### src/rtl/fir_arb_pkg.sv
// Shared types, defaults and the round-robin pick helper for the FIR TCDM arbiter.
package fir_arb_pkg;

  localparam int NR_DEFAULT              = 4;
  localparam int MAX_OUTSTANDING_DEFAULT = 4;
  localparam int NR_MAX                  = 16;

  typedef logic [$clog2(NR_DEFAULT)-1:0] rid_t;

  typedef struct packed {
    logic       vld;
    logic [3:0] idx;
  } rr_pick_t;

  // First set bit of req at or above ptr, wrapping modulo nr.
  function automatic rr_pick_t rr_first_one(input logic [NR_MAX-1:0] req,
                                            input logic [3:0]        ptr,
                                            input int unsigned       nr);
    rr_pick_t    pick;
    int unsigned k;
    pick = '0;
    for (int unsigned i = 0; i < NR_MAX; i++) begin
      k = (32'(ptr) + i) % nr;
      if (i < nr && !pick.vld && req[k[3:0]]) begin
        pick.vld = 1'b1;
        pick.idx = k[3:0];
      end
    end
    return pick;
  endfunction

endpackage

### src/rtl/fir_tcdm_rr_arbiter_if.sv
// Requester-side and memory-side TCDM signals of the arbiter; slave is the arbiter's view.
interface fir_tcdm_rr_arbiter_if #(
  parameter int NR = fir_arb_pkg::NR_DEFAULT,
  parameter int AW = 32,
  parameter int DW = 32
);

  logic [NR-1:0]             req_i;
  logic [NR-1:0][AW-1:0]     add_i;
  logic [NR-1:0]             wen_i;
  logic [NR-1:0][DW/8-1:0]   be_i;
  logic [NR-1:0][DW-1:0]     data_i;
  logic [NR-1:0]             gnt_o;
  logic [DW-1:0]             r_data_o;
  logic [NR-1:0]             r_valid_o;

  logic                      tcdm_req_o;
  logic [AW-1:0]             tcdm_add_o;
  logic                      tcdm_wen_o;
  logic [DW/8-1:0]           tcdm_be_o;
  logic [DW-1:0]             tcdm_data_o;
  logic                      tcdm_gnt_i;
  logic [DW-1:0]             tcdm_r_data_i;
  logic                      tcdm_r_valid_i;

  modport slave (
    input  req_i, add_i, wen_i, be_i, data_i,
    input  tcdm_gnt_i, tcdm_r_data_i, tcdm_r_valid_i,
    output gnt_o, r_data_o, r_valid_o,
    output tcdm_req_o, tcdm_add_o, tcdm_wen_o, tcdm_be_o, tcdm_data_o
  );

  modport master (
    output req_i, add_i, wen_i, be_i, data_i,
    output tcdm_gnt_i, tcdm_r_data_i, tcdm_r_valid_i,
    input  gnt_o, r_data_o, r_valid_o,
    input  tcdm_req_o, tcdm_add_o, tcdm_wen_o, tcdm_be_o, tcdm_data_o
  );

endinterface

### src/rtl/fir_tcdm_id_fifo.sv
// In-order requester-ID FIFO: one-cycle write-to-read, push ignored when full, pop ignored when empty.
module fir_tcdm_id_fifo #(
  parameter  int W     = 2,
  parameter  int DEPTH = 4,
  localparam int CW    = $clog2(DEPTH) + 1,
  localparam int PW    = (DEPTH > 1) ? $clog2(DEPTH) : 1
) (
  input  logic          clk_i,
  input  logic          rst_i,
  input  logic          clear_i,
  input  logic          push_i,
  input  logic          pop_i,
  input  logic [W-1:0]  data_i,
  output logic [W-1:0]  data_o,
  output logic          full_o,
  output logic          empty_o,
  output logic [CW-1:0] count_o
);

  logic [W-1:0]  mem_q [DEPTH];
  logic [PW-1:0] wr_q, wr_d, rd_q, rd_d;
  logic [CW-1:0] cnt_q, cnt_d;
  logic          do_push, do_pop;

  function automatic logic [PW-1:0] ptr_inc(input logic [PW-1:0] p);
    return (32'(p) == DEPTH - 1) ? '0 : p + 1'b1;
  endfunction

  assign full_o  = (cnt_q == CW'(DEPTH));
  assign empty_o = (cnt_q == '0);
  assign count_o = cnt_q;
  assign data_o  = mem_q[rd_q];
  assign do_push = push_i & ~full_o;
  assign do_pop  = pop_i & ~empty_o;

  always_comb begin
    wr_d  = do_push ? ptr_inc(wr_q) : wr_q;
    rd_d  = do_pop  ? ptr_inc(rd_q) : rd_q;
    cnt_d = cnt_q;
    if (do_push && !do_pop) cnt_d = cnt_q + 1'b1;
    if (!do_push && do_pop) cnt_d = cnt_q - 1'b1;
  end

  always_ff @(posedge clk_i or posedge rst_i) begin
    if (rst_i) begin
      wr_q  <= '0;
      rd_q  <= '0;
      cnt_q <= '0;
    end else if (clear_i) begin
      wr_q  <= '0;
      rd_q  <= '0;
      cnt_q <= '0;
    end else begin
      wr_q  <= wr_d;
      rd_q  <= rd_d;
      cnt_q <= cnt_d;
    end
  end

  // Storage needs no reset: only entries counted by cnt_q are ever read as valid.
  always_ff @(posedge clk_i) begin
    if (do_push) mem_q[wr_q] <= data_i;
  end

endmodule

### src/rtl/fir_tcdm_rr_arbiter.sv
// Round-robin share of one TCDM port: zero-latency request/grant path, responses routed in order
// through an ID FIFO; when MAX_OUTSTANDING transactions are in flight, requests are held off.
module fir_tcdm_rr_arbiter
  import fir_arb_pkg::*;
#(
  parameter  int NR              = NR_DEFAULT,
  parameter  int MAX_OUTSTANDING = MAX_OUTSTANDING_DEFAULT,
  parameter  int AW              = 32,
  parameter  int DW              = 32,
  localparam int CW              = $clog2(MAX_OUTSTANDING) + 1
) (
  input  logic                  clk_i,
  input  logic                  rst_i,
  input  logic                  clear_i,
  fir_tcdm_rr_arbiter_if.slave  bus,
  output logic [CW-1:0]         outstanding_o,
  output logic                  err_o
);

  localparam int IDW = $clog2(NR);
  typedef logic [IDW-1:0] id_t;

  id_t             ptr_q, ptr_d;
  id_t             winner, sel, head_id;
  logic            err_q, err_d;
  rr_pick_t        pick;
  logic            fifo_full, fifo_empty;
  logic            fwd, hs, pop;
  logic [AW-1:0]   add_sel;
  logic [DW-1:0]   data_sel;
  logic [DW/8-1:0] be_sel;
  logic            wen_sel;

  always_comb begin
    pick   = rr_first_one(NR_MAX'(bus.req_i), 4'(ptr_q), NR);
    winner = id_t'(pick.idx);
    // Full is judged on registered occupancy only, so a same-cycle pop never enables a request.
    fwd    = pick.vld & ~fifo_full;
    hs     = fwd & bus.tcdm_gnt_i;
    sel    = fwd ? winner : '0;
  end

  assign add_sel  = bus.add_i[sel];
  assign wen_sel  = bus.wen_i[sel];
  assign be_sel   = bus.be_i[sel];
  assign data_sel = bus.data_i[sel];

  assign bus.tcdm_req_o  = fwd;
  assign bus.tcdm_add_o  = add_sel;
  assign bus.tcdm_wen_o  = wen_sel;
  assign bus.tcdm_be_o   = be_sel;
  assign bus.tcdm_data_o = data_sel;
  assign bus.r_data_o    = bus.tcdm_r_data_i;

  assign pop = bus.tcdm_r_valid_i & ~fifo_empty;

  always_comb begin
    bus.gnt_o     = '0;
    bus.r_valid_o = '0;
    for (int k = 0; k < NR; k++) begin
      bus.gnt_o[k]     = hs && (winner == id_t'(k));
      bus.r_valid_o[k] = pop && (head_id == id_t'(k));
    end
  end

  always_comb begin
    ptr_d = ptr_q;
    if (hs) ptr_d = (32'(winner) == NR - 1) ? '0 : winner + 1'b1;
    // A response with nothing in flight cannot be routed; flag it until reset/clear.
    err_d = err_q | (bus.tcdm_r_valid_i & fifo_empty);
  end

  always_ff @(posedge clk_i or posedge rst_i) begin
    if (rst_i) begin
      ptr_q <= '0;
      err_q <= 1'b0;
    end else if (clear_i) begin
      ptr_q <= '0;
      err_q <= 1'b0;
    end else begin
      ptr_q <= ptr_d;
      err_q <= err_d;
    end
  end

  assign err_o = err_q;

  fir_tcdm_id_fifo #(
    .W     (IDW),
    .DEPTH (MAX_OUTSTANDING)
  ) u_id_fifo (
    .clk_i   (clk_i),
    .rst_i   (rst_i),
    .clear_i (clear_i),
    .push_i  (hs),
    .pop_i   (pop),
    .data_i  (winner),
    .data_o  (head_id),
    .full_o  (fifo_full),
    .empty_o (fifo_empty),
    .count_o (outstanding_o)
  );

endmodule

### src/flat_wrapper.sv
// flat-port wrapper written by rule: the top's interface ports become plain ports
module fir_tcdm_rr_arbiter_flat import fir_arb_pkg::*;
#(
  parameter  int NR              = NR_DEFAULT,
  parameter  int MAX_OUTSTANDING = MAX_OUTSTANDING_DEFAULT,
  parameter  int AW              = 32,
  parameter  int DW              = 32,
  localparam int CW              = $clog2(MAX_OUTSTANDING) + 1
)
  (clk_i, rst_i, clear_i, outstanding_o, err_o, bus_req_i, bus_add_i, bus_wen_i, bus_be_i, bus_data_i, bus_tcdm_gnt_i, bus_tcdm_r_data_i, bus_tcdm_r_valid_i, bus_gnt_o, bus_r_data_o, bus_r_valid_o, bus_tcdm_req_o, bus_tcdm_add_o, bus_tcdm_wen_o, bus_tcdm_be_o, bus_tcdm_data_o);
  fir_tcdm_rr_arbiter_if #(.NR(NR), .AW(AW), .DW(DW)) bus_i ();
  input  logic clk_i;
  input  logic rst_i;
  input  logic clear_i;
  output logic [CW-1:0] outstanding_o;
  output logic err_o;
  input wire logic [$bits(bus_i.req_i)-1:0] bus_req_i;
  input wire logic [$bits(bus_i.add_i)-1:0] bus_add_i;
  input wire logic [$bits(bus_i.wen_i)-1:0] bus_wen_i;
  input wire logic [$bits(bus_i.be_i)-1:0] bus_be_i;
  input wire logic [$bits(bus_i.data_i)-1:0] bus_data_i;
  input wire logic [$bits(bus_i.tcdm_gnt_i)-1:0] bus_tcdm_gnt_i;
  input wire logic [$bits(bus_i.tcdm_r_data_i)-1:0] bus_tcdm_r_data_i;
  input wire logic [$bits(bus_i.tcdm_r_valid_i)-1:0] bus_tcdm_r_valid_i;
  output wire logic [$bits(bus_i.gnt_o)-1:0] bus_gnt_o;
  output wire logic [$bits(bus_i.r_data_o)-1:0] bus_r_data_o;
  output wire logic [$bits(bus_i.r_valid_o)-1:0] bus_r_valid_o;
  output wire logic [$bits(bus_i.tcdm_req_o)-1:0] bus_tcdm_req_o;
  output wire logic [$bits(bus_i.tcdm_add_o)-1:0] bus_tcdm_add_o;
  output wire logic [$bits(bus_i.tcdm_wen_o)-1:0] bus_tcdm_wen_o;
  output wire logic [$bits(bus_i.tcdm_be_o)-1:0] bus_tcdm_be_o;
  output wire logic [$bits(bus_i.tcdm_data_o)-1:0] bus_tcdm_data_o;
  assign bus_i.req_i = bus_req_i;
  assign bus_i.add_i = bus_add_i;
  assign bus_i.wen_i = bus_wen_i;
  assign bus_i.be_i = bus_be_i;
  assign bus_i.data_i = bus_data_i;
  assign bus_i.tcdm_gnt_i = bus_tcdm_gnt_i;
  assign bus_i.tcdm_r_data_i = bus_tcdm_r_data_i;
  assign bus_i.tcdm_r_valid_i = bus_tcdm_r_valid_i;
  assign bus_gnt_o = bus_i.gnt_o;
  assign bus_r_data_o = bus_i.r_data_o;
  assign bus_r_valid_o = bus_i.r_valid_o;
  assign bus_tcdm_req_o = bus_i.tcdm_req_o;
  assign bus_tcdm_add_o = bus_i.tcdm_add_o;
  assign bus_tcdm_wen_o = bus_i.tcdm_wen_o;
  assign bus_tcdm_be_o = bus_i.tcdm_be_o;
  assign bus_tcdm_data_o = bus_i.tcdm_data_o;
  fir_tcdm_rr_arbiter #(.NR(NR), .MAX_OUTSTANDING(MAX_OUTSTANDING), .AW(AW), .DW(DW)) u_core (.clk_i(clk_i), .rst_i(rst_i), .clear_i(clear_i), .bus(bus_i), .outstanding_o(outstanding_o), .err_o(err_o));
endmodule
### config.mk
export PLATFORM = sky130hd
export DESIGN_NAME = fir_tcdm_rr_arbiter_flat
export DESIGN_NICKNAME = d
export VERILOG_FILES = /design/src/rtl/fir_arb_pkg.sv /design/src/rtl/fir_tcdm_rr_arbiter_if.sv /design/src/rtl/fir_tcdm_id_fifo.sv /design/src/rtl/fir_tcdm_rr_arbiter.sv /design/src/flat_wrapper.sv
export SDC_FILE = /design/constraint.sdc
export NUM_CORES = 1
export LEC_CHECK = 0
export ABC_AREA = 1
export CORE_AREA = 2 2 166 168
export DETAILED_ROUTE_END_ITERATION = 10
export DIE_AREA = 0 0 168 170
export SLEW_MARGIN = 20
export SYNTH_ARGS = -nofsm -noshare
export SYNTH_HDL_FRONTEND = slang
export SYNTH_SLANG_ARGS = --single-unit
export TNS_END_PERCENT = 1
### constraint.sdc
create_clock -name clk_i -period 3.05 [get_ports clk_i]
set_input_delay 0.7625 -clock clk_i [delete_from_list [all_inputs] [get_ports clk_i]]
set_output_delay 0.7625 -clock clk_i [all_outputs]
set_load 0.05 [all_outputs]
==> results_dict.tcl, run 1 <==
set metrics [dict create \
    status "finished, violations left" \
    violations "setup timing" \
    grt-ovfl-total 0 \
    die_y_um 170 \
    critPathSlowestCell "nor2_4" \
    criticalPathCategory "in -> out" \
    die_x_um 168 \
    slew_headroom_pct 63.1 \
    r2r-end "u_core.u_id_fifo.count_o[2]$_DFFE_PP0P_" \
    cp-end-kind "primary output" \
    final_common_cell "inv_1" \
    r2r_slack_ns 0.41 \
    setup_viol 73 \
    tightest_slew_ns 0.552 \
    clkLatencyLatePin_ns 0.25 \
    maxSlewViolCount 0 \
    fin_util_pct 43.3 \
    crit_chain "buf_6 > inv_2 > nand2_2 > nand3_2 > nand2_2 > nor2_4 > nand3_2 > nand2_2 > inv_4 > buf_6 > buf_12 > buf_12 > buf_6 > nand4_1 > nand3_1 > nand2_2 > buf_12" \
    slowest_delay_ns 0.20 \
    grt_antenna_before_repair 4 \
    yosysTopAreaCell "inv_1" \
    nets 1760 \
    synth_adder_area_share_pct 2.51 \
    start_kind "input port" \
    max-clock-path-buffers 2 \
    crit_fanout 7 \
    required_ns 2.29 \
    final_cell_mix "inv_1, clkdlybuf4s50_1, nand2_1" \
    hp-class "reg -> reg" \
    drc 0 \
    post_synth_xor_area_fraction_pct 0.166 \
    wl_per_cell_um 15.7 \
    htree_levels 1 \
    period_needed_ns 3.28 \
    fin_worst_skew_ns 0.00237 \
    place.port_buffers 366 \
    globalplace.congestion 0.934 \
    synth-compound-area-share_pct 1.59 \
    core_um2 26700 \
    grt_pass1_vias 7808 \
    syn_nets 1368 \
    fillers 2712 \
    hold_end "u_core.err_o$_DFF_PP0_" \
    max_freq_mhz 305 \
    cp_common_cell "nand2_2" \
    synthTopCellsByArea "inv_1, nand2_1, nand4_1" \
    whs_path_depth 2 \
    seq_area_frac_synth_pct 9.28 \
    synthSimpleGateAreaFrac_pct 52.4 \
    cap_violations 0 \
    row_count 60 \
    critPathTopFamily "simple AND/OR/NAND/NOR gates" \
    synth_top_family_by_area "simple AND/OR/NAND/NOR gates" \
    grt_pass1_wl_um 41000 \
    syn_inst 1041 \
    cts-buffers-inserted 3 \
    cts.clk_slew.worst_paths_ns 0.05 \
    reg2reg_from "u_core.ptr_q[0]$_DFFE_PP0P_" \
    drt_wl_total_um 27900 \
    ys_warn_count 0 \
    crit_buf_inv 8 \
    use_met3_pct 2.91 \
    finalHoldViolCount 0 \
    synth-seq-cells 18 \
    drtPass1Iterations 5 \
    synthesis.area_um2 5290 \
    viasPerCell 4.50 \
    cts_root_buf "clkbuf_16" \
    synth_top_area_share_pct 21.6 \
    drt_iter0_drc 363 \
    rsz0062_at_grt "yes" \
    cts_tree "built" \
    clock-sinks 18 \
    rr_worst_depth 19 \
    timing.final.crit_share_pct 107 \
    dieArea_um2 28600 \
    syn_area_per_cell_um2 5.08 \
    setup_slack_ns -0.226 \
    via_count 7982 \
    hp-start "u_core.err_o$_DFF_PP0_" \
    grt_use_met1_pct 20.8 \
    initial_core_util_pct 19.8 \
    post-dp-hpwl_um 21200 \
    grt_max_degree 30 \
    cts_hold_buf 0 \
    io_pins 431 \
    ant_nets 0 \
    grt_util_all_layers_pct 18.2 \
    yosysUniqueCellTypes 29 \
    top_usage_layer "met2" \
    drive_gt1_share_pct 24.7 \
    cp_data_arrival_time_ns 2.51 \
    hold_ws_ns 0.523 \
    grt_use_met2_pct 33.1 \
    synthMuxAreaShare_pct 0 \
    area_growth_pct 118 \
]
==> synthesized netlist by cell type <==
library cell,instances
inv_1,304
nand3_2,4
nand2_1,262
nor2_1,14
buf_2,57
o31ai_1,1
fa_1,1
buf_6,3
inv_2,3
dfrtp_1,10
o21ai_1,1
nor2_4,1
nand3b_1,2
xnor2_1,1
nor3_1,1
o22ai_1,2
ha_1,9
a32oi_1,1
clkinv_2,1
nand2_2,4
edfxtp_1,8
buf_4,37
o21ai_0,6
a21oi_1,4
inv_4,1
clkbuf_1,8
nand4_1,140
nand3_1,152
buf_1,3
==> how the worst max path moves through the flow <==
stage / start / to / slack (ns) / depth (start not counted)
final: bus_req_i[0] / bus_tcdm_data_o[23] / -0.23 / 17
after global placement: bus_req_i[3] / bus_tcdm_data_o[27] / -0.71 / 13
after detailed placement: bus_req_i[3] / bus_tcdm_data_o[27] / -0.71 / 13
after CTS: bus_req_i[1] / bus_tcdm_add_o[1] / -0.23 / 16
after floorplan: bus_req_i[3] / bus_gnt_o[0] / -0.14 / 12
after global routing: u_core.ptr_q[0]$_DFFE_PP0P_ / bus_tcdm_add_o[29] / -0.39 / 16
==> worst min-delay path: stages (launching register included) <==
cell     delay, ns
dfrtp_1       0.37
inv_1         0.05
a21oi_1       0.05
==> kinds of logic (layout without fill, tap and decap cells) <==
kind of cell,Yosys count,after routing
simple gates,580,580
buf+inv,417,808
flops,18,18
compound gates,15,15
fa+ha+maj,10,10
xor+xnor,1,1
other cells,0,2
==> sequential cells by signal, summed over array words and instances (netlist names) <==
signal,count
u_core.ptr_q,2
u_core.u_id_fifo.rd_q,2
u_core.err_o,1
u_core.u_id_fifo.count_o,3
u_core.u_id_fifo.mem_q,8
u_core.u_id_fifo.wr_q,2
==> routing by layer <==
metal	part of all wire, %	wire, µm	up-vias
met4	4.8	1340	4
met2	49	13700	330
li1	-	-	3987
met1	40	11100	3584
met5	0.12	33	-
met3	6.4	1780	77
==> cell type report <==
cell class,instances,area [µm²],share of cell area (%)
clock inverters,1,3.75,0.0325
clock buffers,3,75.1,0.651
inverters,309,1170,10.2
diodes,2,5.00,0.0434
multi-input cells,606,3410,29.6
flip-flops and latches,18,492,4.26
repair buffers,495,5950,51.6
well taps,341,427,3.70
==> metrics by stage <==
stage                     setup TNS, ns  setup WS (ns)  std cells  area [µm²]
after detailed placement         -45.03         -0.708       1735       10600
after global routing             -24.65         -0.387       1775       11500
after global placement           -44.58         -0.713       1735       10600
after floorplan                  -0.994         -0.140       1041        5290
final                            -13.34         -0.226       1775       11500
after CTS                        -14.09         -0.227       1765       11400
==> timing repair <==
| item | CTS | global route |
|---|---|---|
| gates resized for setup | 148 | 18 |
| hold endpoints to repair | 0 | 0 |
| cloned | 8 | 1 |
| endpoints found under the setup margin | 74 | 74 |
| pin swaps | 52 | 17 |
| setup buffers | 18 | 8 |
Power of run 1 is left out: the tool's default activity adds up to more than one toggle a clock period on the data nets, which glitch-free logic cannot reach.
==> run 2: changes to the inputs <==
Settings changed: CAP_MARGIN set to 30.
==> results of run 2 <==
Final layout, timing and power as in run 1 (identical DEF).
Power of run 2 is left out for the same reason.
